<file path="config.mk">
export PLATFORM = sky130hd
export DESIGN_NAME = rf_operand_sequencer_flat
export DESIGN_NICKNAME = d
export VERILOG_FILES = /design/src/rtl/rf_pkg.sv /design/src/rtl/rf_operand_sequencer_if.sv /design/src/rtl/rf_scoreboard.sv /design/src/rtl/rf_operand_sequencer.sv /design/src/flat_wrapper.sv
export SDC_FILE = /design/constraint.sdc
export NUM_CORES = 1
export LEC_CHECK = 0
export ABC_AREA = 1
export BUFFER_PORTS_ARGS = -buffer_cell sky130_fd_sc_hd__clkbuf_2
export CAP_MARGIN = 30
export CORE_UTILIZATION = 40
export DETAILED_ROUTE_END_ITERATION = 8
export GPL_ROUTABILITY_DRIVEN = 1
export PLACE_DENSITY_LB_ADDON = 0.25
export SLEW_MARGIN = 40
export SYNTH_ARGS = -nofsm -noshare
export SYNTH_HDL_FRONTEND = slang
export SYNTH_SLANG_ARGS = --single-unit
</file>
<file path="constraint.sdc">
create_clock -name clk -period 2.05 [get_ports clk]
set_input_delay 0.205 -clock clk [delete_from_list [all_inputs] [get_ports clk]]
set_output_delay 0.205 -clock clk [all_outputs]
set_load 0.01 [all_outputs]
</file>
<file path="src/rtl/rf_pkg.sv">
// Shared constants, instruction field positions and FSM state type
// for the register-bank operand sequencer.
package rf_pkg;

    localparam int DATA_W = 16;
    localparam int ADDR_W = 4;
    localparam int NREGS  = 2 ** ADDR_W;

    localparam int OPC_LSB = 12;
    localparam int DST_LSB = 8;
    localparam int SRA_LSB = 4;
    localparam int SRB_LSB = 0;
    localparam int OPC_W   = 4;

    typedef enum logic [1:0] {
        ST_IDLE  = 2'd0,
        ST_READ  = 2'd1,
        ST_ISSUE = 2'd2
    } state_t;

endpackage

</file>
<file path="src/rtl/rf_operand_sequencer_if.sv">
// Instruction, bank, ALU-issue and writeback signals of the sequencer.
// master = sequencer side, slave = environment (bank, ALU, fetch).
interface rf_operand_sequencer_if #(
    parameter int DW = rf_pkg::DATA_W,
    parameter int AW = rf_pkg::ADDR_W
);

    logic          instr_valid;
    logic [15:0]   instr;
    logic          instr_ready;

    logic [AW-1:0] rf_reg_a;
    logic [AW-1:0] rf_reg_b;
    logic [DW-1:0] rf_data_a;
    logic [DW-1:0] rf_data_b;
    logic [AW-1:0] rf_reg_c;
    logic [DW-1:0] rf_dado;
    logic          rf_rw;

    logic          op_valid;
    logic          op_ready;
    logic [3:0]    op_opcode;
    logic [AW-1:0] op_dest;
    logic [DW-1:0] op_a;
    logic [DW-1:0] op_b;

    logic          wb_valid;
    logic [AW-1:0] wb_dest;
    logic [DW-1:0] wb_data;
    logic          wb_ready;

    modport master (
        input  instr_valid, instr,
        output instr_ready,
        output rf_reg_a, rf_reg_b,
        input  rf_data_a, rf_data_b,
        output rf_reg_c, rf_dado, rf_rw,
        output op_valid,
        input  op_ready,
        output op_opcode, op_dest, op_a, op_b,
        input  wb_valid, wb_dest, wb_data,
        output wb_ready
    );

    modport slave (
        output instr_valid, instr,
        input  instr_ready,
        input  rf_reg_a, rf_reg_b,
        output rf_data_a, rf_data_b,
        input  rf_reg_c, rf_dado, rf_rw,
        input  op_valid,
        output op_ready,
        input  op_opcode, op_dest, op_a, op_b,
        output wb_valid, wb_dest, wb_data,
        input  wb_ready
    );

endinterface

</file>
<file path="src/rtl/rf_scoreboard.sv">
// Pending-result vector: one bit per register, set on issue,
// cleared on writeback, queried for three indices at once.
module rf_scoreboard
    import rf_pkg::*;
#(
    parameter int AW = rf_pkg::ADDR_W
) (
    input  logic          clk,
    input  logic          rst_n,
    input  logic          set_en,
    input  logic [AW-1:0] set_idx,
    input  logic          clr_en,
    input  logic [AW-1:0] clr_idx,
    input  logic [AW-1:0] q_a,
    input  logic [AW-1:0] q_b,
    input  logic [AW-1:0] q_d,
    output logic          hit_a,
    output logic          hit_b,
    output logic          hit_d
);

    localparam int N = 2 ** AW;

    logic [N-1:0] pending;
    logic [N-1:0] set_vec;
    logic [N-1:0] clr_vec;

    always_comb begin
        set_vec = '0;
        clr_vec = '0;
        if (set_en) set_vec[set_idx] = 1'b1;
        if (clr_en) clr_vec[clr_idx] = 1'b1;
    end

    // A new issue wins over a writeback to a register that was not pending.
    always_ff @(posedge clk or negedge rst_n) begin
        if (!rst_n) pending <= '0;
        else        pending <= (pending & ~clr_vec) | set_vec;
    end

    assign hit_a = pending[q_a];
    assign hit_b = pending[q_b];
    assign hit_d = pending[q_d];

endmodule

</file>
<file path="src/rtl/rf_operand_sequencer.sv">
// Register-bank operand sequencer: read, issue to ALU, commit writebacks.
// Optional RF_WB_FORWARD_EN lets a same-cycle writeback satisfy a source hazard.
module rf_operand_sequencer
    import rf_pkg::*;
#(
    parameter int DATA_W = rf_pkg::DATA_W,
    parameter int ADDR_W = rf_pkg::ADDR_W
) (
    input logic clk,
    input logic rst_n,
    rf_operand_sequencer_if.master bus
);

    state_t state;

    logic [ADDR_W-1:0] src_a;
    logic [ADDR_W-1:0] src_b;
    logic [ADDR_W-1:0] dst;
    logic [OPC_W-1:0]  opc;

    logic hit_a, hit_b, hit_d;
    logic fwd_a, fwd_b;
    logic stall, ready, accept, wb_fire;
    logic alive;

    logic              fa_q, fb_q;
    logic [DATA_W-1:0] fwd_data_q;

    logic [ADDR_W-1:0] reg_a_q, reg_b_q, reg_c_q, op_dest_q;
    logic [DATA_W-1:0] dado_q, op_a_q, op_b_q;
    logic [OPC_W-1:0]  op_opc_q;
    logic              rw_q, op_valid_q;

    assign opc   = bus.instr[OPC_LSB +: OPC_W];
    assign dst   = bus.instr[DST_LSB +: ADDR_W];
    assign src_a = bus.instr[SRA_LSB +: ADDR_W];
    assign src_b = bus.instr[SRB_LSB +: ADDR_W];

    assign wb_fire = bus.wb_valid && alive;

`ifdef RF_WB_FORWARD_EN
    assign fwd_a = wb_fire && (bus.wb_dest == src_a);
    assign fwd_b = wb_fire && (bus.wb_dest == src_b);
`else
    assign fwd_a = 1'b0;
    assign fwd_b = 1'b0;
`endif

    assign stall  = (hit_a && !fwd_a) || (hit_b && !fwd_b) || hit_d;
    assign ready  = (state == ST_IDLE) && alive && !stall;
    assign accept = bus.instr_valid && ready;

    rf_scoreboard #(.AW(ADDR_W)) u_sb (
        .clk     (clk),
        .rst_n   (rst_n),
        .set_en  (accept),
        .set_idx (dst),
        .clr_en  (wb_fire),
        .clr_idx (bus.wb_dest),
        .q_a     (src_a),
        .q_b     (src_b),
        .q_d     (dst),
        .hit_a   (hit_a),
        .hit_b   (hit_b),
        .hit_d   (hit_d)
    );

    // alive doubles as wb_ready: low in reset, high from the first clock after
    always_ff @(posedge clk or negedge rst_n) begin
        if (!rst_n) begin
            alive   <= 1'b0;
            rw_q    <= 1'b0;
            reg_c_q <= '0;
            dado_q  <= '0;
        end else begin
            alive <= 1'b1;
            rw_q  <= wb_fire;
            if (wb_fire) begin
                reg_c_q <= bus.wb_dest;
                dado_q  <= bus.wb_data;
            end
        end
    end

    always_ff @(posedge clk or negedge rst_n) begin
        if (!rst_n) begin
            state      <= ST_IDLE;
            reg_a_q    <= '0;
            reg_b_q    <= '0;
            op_opc_q   <= '0;
            op_dest_q  <= '0;
            op_a_q     <= '0;
            op_b_q     <= '0;
            op_valid_q <= 1'b0;
            fa_q       <= 1'b0;
            fb_q       <= 1'b0;
            fwd_data_q <= '0;
        end else begin
            unique case (state)
                ST_IDLE: begin
                    if (accept) begin
                        reg_a_q    <= src_a;
                        reg_b_q    <= src_b;
                        op_opc_q   <= opc;
                        op_dest_q  <= dst;
                        fa_q       <= fwd_a;
                        fb_q       <= fwd_b;
                        fwd_data_q <= bus.wb_data;
                        state      <= ST_READ;
                    end
                end
                ST_READ: begin
                    op_a_q     <= fa_q ? fwd_data_q : bus.rf_data_a;
                    op_b_q     <= fb_q ? fwd_data_q : bus.rf_data_b;
                    op_valid_q <= 1'b1;
                    state      <= ST_ISSUE;
                end
                ST_ISSUE: begin
                    if (bus.op_ready) begin
                        op_valid_q <= 1'b0;
                        state      <= ST_IDLE;
                    end
                end
                default: state <= ST_IDLE;
            endcase
        end
    end

    assign bus.instr_ready = ready;
    assign bus.rf_reg_a    = reg_a_q;
    assign bus.rf_reg_b    = reg_b_q;
    assign bus.rf_reg_c    = reg_c_q;
    assign bus.rf_dado     = dado_q;
    assign bus.rf_rw       = rw_q;
    assign bus.op_valid    = op_valid_q;
    assign bus.op_opcode   = op_opc_q;
    assign bus.op_dest     = op_dest_q;
    assign bus.op_a        = op_a_q;
    assign bus.op_b        = op_b_q;
    assign bus.wb_ready    = alive;

endmodule

</file>
<file path="src/flat_wrapper.sv">
// flat-port wrapper written by rule: the top's interface ports become plain ports
module rf_operand_sequencer_flat import rf_pkg::*;
#(
    parameter int DATA_W = rf_pkg::DATA_W,
    parameter int ADDR_W = rf_pkg::ADDR_W
)
  (clk, rst_n, bus_instr_valid, bus_instr, bus_instr_ready, bus_rf_reg_a, bus_rf_reg_b, bus_rf_data_a, bus_rf_data_b, bus_rf_reg_c, bus_rf_dado, bus_rf_rw, bus_op_valid, bus_op_ready, bus_op_opcode, bus_op_dest, bus_op_a, bus_op_b, bus_wb_valid, bus_wb_dest, bus_wb_data, bus_wb_ready);
  rf_operand_sequencer_if bus_i ();
  input logic clk;
  input logic rst_n;
  input wire logic [$bits(bus_i.instr_valid)-1:0] bus_instr_valid;
  input wire logic [$bits(bus_i.instr)-1:0] bus_instr;
  output wire logic [$bits(bus_i.instr_ready)-1:0] bus_instr_ready;
  output wire logic [$bits(bus_i.rf_reg_a)-1:0] bus_rf_reg_a;
  output wire logic [$bits(bus_i.rf_reg_b)-1:0] bus_rf_reg_b;
  input wire logic [$bits(bus_i.rf_data_a)-1:0] bus_rf_data_a;
  input wire logic [$bits(bus_i.rf_data_b)-1:0] bus_rf_data_b;
  output wire logic [$bits(bus_i.rf_reg_c)-1:0] bus_rf_reg_c;
  output wire logic [$bits(bus_i.rf_dado)-1:0] bus_rf_dado;
  output wire logic [$bits(bus_i.rf_rw)-1:0] bus_rf_rw;
  output wire logic [$bits(bus_i.op_valid)-1:0] bus_op_valid;
  input wire logic [$bits(bus_i.op_ready)-1:0] bus_op_ready;
  output wire logic [$bits(bus_i.op_opcode)-1:0] bus_op_opcode;
  output wire logic [$bits(bus_i.op_dest)-1:0] bus_op_dest;
  output wire logic [$bits(bus_i.op_a)-1:0] bus_op_a;
  output wire logic [$bits(bus_i.op_b)-1:0] bus_op_b;
  input wire logic [$bits(bus_i.wb_valid)-1:0] bus_wb_valid;
  input wire logic [$bits(bus_i.wb_dest)-1:0] bus_wb_dest;
  input wire logic [$bits(bus_i.wb_data)-1:0] bus_wb_data;
  output wire logic [$bits(bus_i.wb_ready)-1:0] bus_wb_ready;
  assign bus_i.instr_valid = bus_instr_valid;
  assign bus_i.instr = bus_instr;
  assign bus_instr_ready = bus_i.instr_ready;
  assign bus_rf_reg_a = bus_i.rf_reg_a;
  assign bus_rf_reg_b = bus_i.rf_reg_b;
  assign bus_i.rf_data_a = bus_rf_data_a;
  assign bus_i.rf_data_b = bus_rf_data_b;
  assign bus_rf_reg_c = bus_i.rf_reg_c;
  assign bus_rf_dado = bus_i.rf_dado;
  assign bus_rf_rw = bus_i.rf_rw;
  assign bus_op_valid = bus_i.op_valid;
  assign bus_i.op_ready = bus_op_ready;
  assign bus_op_opcode = bus_i.op_opcode;
  assign bus_op_dest = bus_i.op_dest;
  assign bus_op_a = bus_i.op_a;
  assign bus_op_b = bus_i.op_b;
  assign bus_i.wb_valid = bus_wb_valid;
  assign bus_i.wb_dest = bus_wb_dest;
  assign bus_i.wb_data = bus_wb_data;
  assign bus_wb_ready = bus_i.wb_ready;
  rf_operand_sequencer #(.DATA_W(DATA_W), .ADDR_W(ADDR_W)) u_core (.clk(clk), .rst_n(rst_n), .bus(bus_i));
endmodule
</file>
==> results by group <==
Synthesis
  • Syn Area/Cell: 7.778 sq um
  • Simple-Gate Fraction of Synth Area: 36.19%
  • Multiplexer share of the synthesized area: 0%
  • EDFF count, synth: 0
  • Synth Warn #: 0
  • Register area share after synthesis: 52.93%
  • Synth Area in Adders: 0%
  • Largest family of logic cells by synthesized area: simple AND/OR/NAND/NOR gates
  • Primary FF master, synth: dfrtp_1
  • Xor and xnor area share after synthesis: 0%
  • Synthesized area: 4208 sq um
  • Synthesized instance count: 541
  • Synthesis-stage register bit count: 89
  • Distinct cells, synth: 25
  • Synthesized Nets: 614
  • FFs w/ async S/R, synth: 100.0%
  • Post-synthesis compound-gate area fraction: 3.628%

Die
  • Top Ports: 145
  • Core ar.: 10,280 sq um
  • Die area: 10,930 sq um
  • Die Y-Extent: 104.6 um
  • Initial Util: 40.94%
  • Die W: 104.6 um
  • Core Rows: 37

GRT
  • Total GRT Usage: 21.34%
  • GRT met2 Usage: 34.91%
  • Global-route wire length before repair: 18,660 um
  • Vias in the first global route: 3,924
  • Total gr overflow: 0
  • Antenna violations before repair: 0
  • M1 GR Usage: 28.05%
  • Largest net degree at the start of global routing: 41
  • GR peak layer: met2
  • Grt met3 use: 3.805%

Setup path
  • WS Path Type: reg2out
  • Crit Path Max Fanout: 4
  • CP Launch Type: register
  • Critical path required time: 1.85 ns
  • CP Capture Type: primary output
  • CP arrival: 1.71 ns

Placement
  • Inst Count DP: 810
  • RD Place Congestion: 0.9259
  • Buffers added on ports: 144
  • DPL Wire Length: 8274 um
  • Pre-CTS setup slack: 0.1800 ns
  • Placed instance area: 5074 sq um

Power and ir drop
  • Sw power: 2.063 mW
  • Leak: 3.074 nW
  • Switching share of power: 36.25%
  • Seq pwr share: 45.9%
  • Tot Pwr: 5.691 mW
  • Pwr Density: 1064 nW/um^2
  • Worst VDD drop: 0.0005126 V
  • Clk network pwr share: 22.4%
  • Combinational share of power: 31.6%
  • P_int: 3.628 mW

Drt
  • 1st-pass router iterations: 4
  • Drt via density: 4.839
  • DR WL/cell: 13.50 um
  • WL final: 11,260 um
  • Vias: 4,036
  • Drt drc: 0
  • Initial drt markers: 227
  • Final antenna-violating net count: 0

Final layout
  • Commonest non-fill, non-tap cell in the layout: nand2_1
  • Layout cells sized above 1: 28.65%
  • Layout area overhead: 27.12%
  • Finished Cell Area: 5349 sq um
  • Layout Nets: 766
  • Final core occ: 52.05%
  • Final cell count without fillers: 834
  • Commonest cells after routing, fill and taps aside: 249 x nand2_1, 143 x clkbuf_2, 89 x dfrtp_1
  • N_diodes: 0

CTS
  • CTS sink cnt: 89
  • CTS tree: done
  • CTS max path bufs: 2
  • Clk_lat worst skew: 0.36 ns
  • Clock H-tree levels: 3
  • Root buffer cell: clkbuf_8
  • Clock transition at path regs: 0.09 ns
  • CTS buffer count: 9

Timing
  • Worst slew margin: 56.92%
  • Hold WS: 0.03735 ns
  • RSZ-0062 raised after global routing: false
  • TNS Setup: 0 ns
  • Fin. Hold Viols: 0
  • Max Slew Vio Count: 0
  • Worst slew pin tran: 0.6462 ns
  • Final worst slack: 0.1313 ns
  • Fin crit period: 1.919 ns
  • Final period util: 93.59%
  • Setup violators final: 0
  • Fmax: 521.2 MHz
  • Setup Skew: 0.009630 ns

Outcome
  • Status: finished, final reports clean

Hold path
  • Hold WC Path Type: in2reg

Job
  • Max-cap violation count: 0
layer usage:
layer	up-vias	share of wire, %
met2	130	48
met3	20	4.7
met4	0	1.8
met1	1883	46
met5	-	0
li1	2003	-
cells by family (layout without fill, tap and decap cells):
group	Yosys count	count (layout)
AND/OR/NAND/NOR	356	356
buffers and inverters	67	224
other	1	1
AO/OA/AOI/OAI	28	28
flip-flops	89	89
path summary, 6_finish.rpt:
| kind | slack [ns] | cells after the start | to | from |
|---|---|---|---|---|
| max reg2reg | 0.28 | 12 | u_core.bus.rf_reg_a[0] | u_core.u_sb.pending[15] |
| max in group asynchronous | 1.11 | 3 | u_core.u_sb.pending[9] | rst_n |
| min reg2reg | 0.48 | 2 | u_core.bus.op_a[5] | u_core.bus.op_a[5] |
| max | 0.13 | 11 | bus_instr_ready | u_core.u_sb.pending[15] |
| min in group asynchronous | 0.33 | 2 | u_core.u_sb.pending[15] | rst_n |
| min | 0.04 | 3 | u_core.bus.rf_dado[11] | bus_wb_data[11] |
cell usage after synthesis, types with 2 or more instances:
cell type    n  share of area [%]
inv_1       30                2.7
nand2_1    250                 22
o31ai_1      4               0.71
nand4_1     32                4.8
clkinv_1     2               0.18
inv_2       11               0.98
clkbuf_1    10               0.89
dfrtp_1     89                 53
o21ai_0     20                2.4
buf_4       11                2.0
nor2_1      32                2.9
nand3_4      2               0.83
nand3_1     33                3.9
nand2_2      3               0.45
a21oi_1      2               0.24
repair_timing:
action	in CTS	in global routing
hold endpoints to repair	31	0
setup endpoints to repair	1	1
resized for setup	1	1
hold buffers	1	0
pin swaps	2	2
buffers inserted	2	6
cell type report:
type | count | area (sq um)
Multi-Input combinational cell | 385 | 1689
Tap cell | 136 | 170.2
Clock inverter | 5 | 63.81
Fill cell | 1058 | 4928
Timing Repair Buffer | 165 | 895.9
Sequential cell | 89 | 2227
Clock buffer | 11 | 141.4
Inverter | 43 | 161.4
worst max-delay path, cell delays in order (launching register included):
cell      delay [ns]
dfrtp_1         0.39
buf_4           0.14
nand2_1         0.04
o21ai_1         0.06
nand2_1         0.06
nand2_1         0.05
nand2_1         0.10
nand3_4         0.11
nor2_8          0.13
nand2_1         0.09
inv_1           0.06
clkbuf_2        0.12
power by group through the flow:
stage	clock [mW]	combinational, mW	sequential (mW)
after floorplan	0	0.733	2.84
after global placement	0	1.74	2.63
after detailed placement	0	1.78	2.64
after CTS	1.30	1.79	2.62
after global routing	1.38	2.01	2.68
final	1.28	1.80	2.61
flip-flops by register name, summed over array words and instances, names as in the netlist, 4 cells and up:
| signal | count |
|---|---|
| u_core.bus.rf_reg_b | 4 |
| u_core.u_sb.pending | 16 |
| u_core.bus.rf_reg_c | 4 |
| u_core.bus.op_dest | 4 |
| u_core.bus.op_opcode | 4 |
| u_core.bus.op_b | 16 |
| u_core.bus.rf_reg_a | 4 |
| u_core.bus.rf_dado | 16 |
| u_core.bus.op_a | 16 |
No activity file was read; power rests on OpenSTA's default activity.
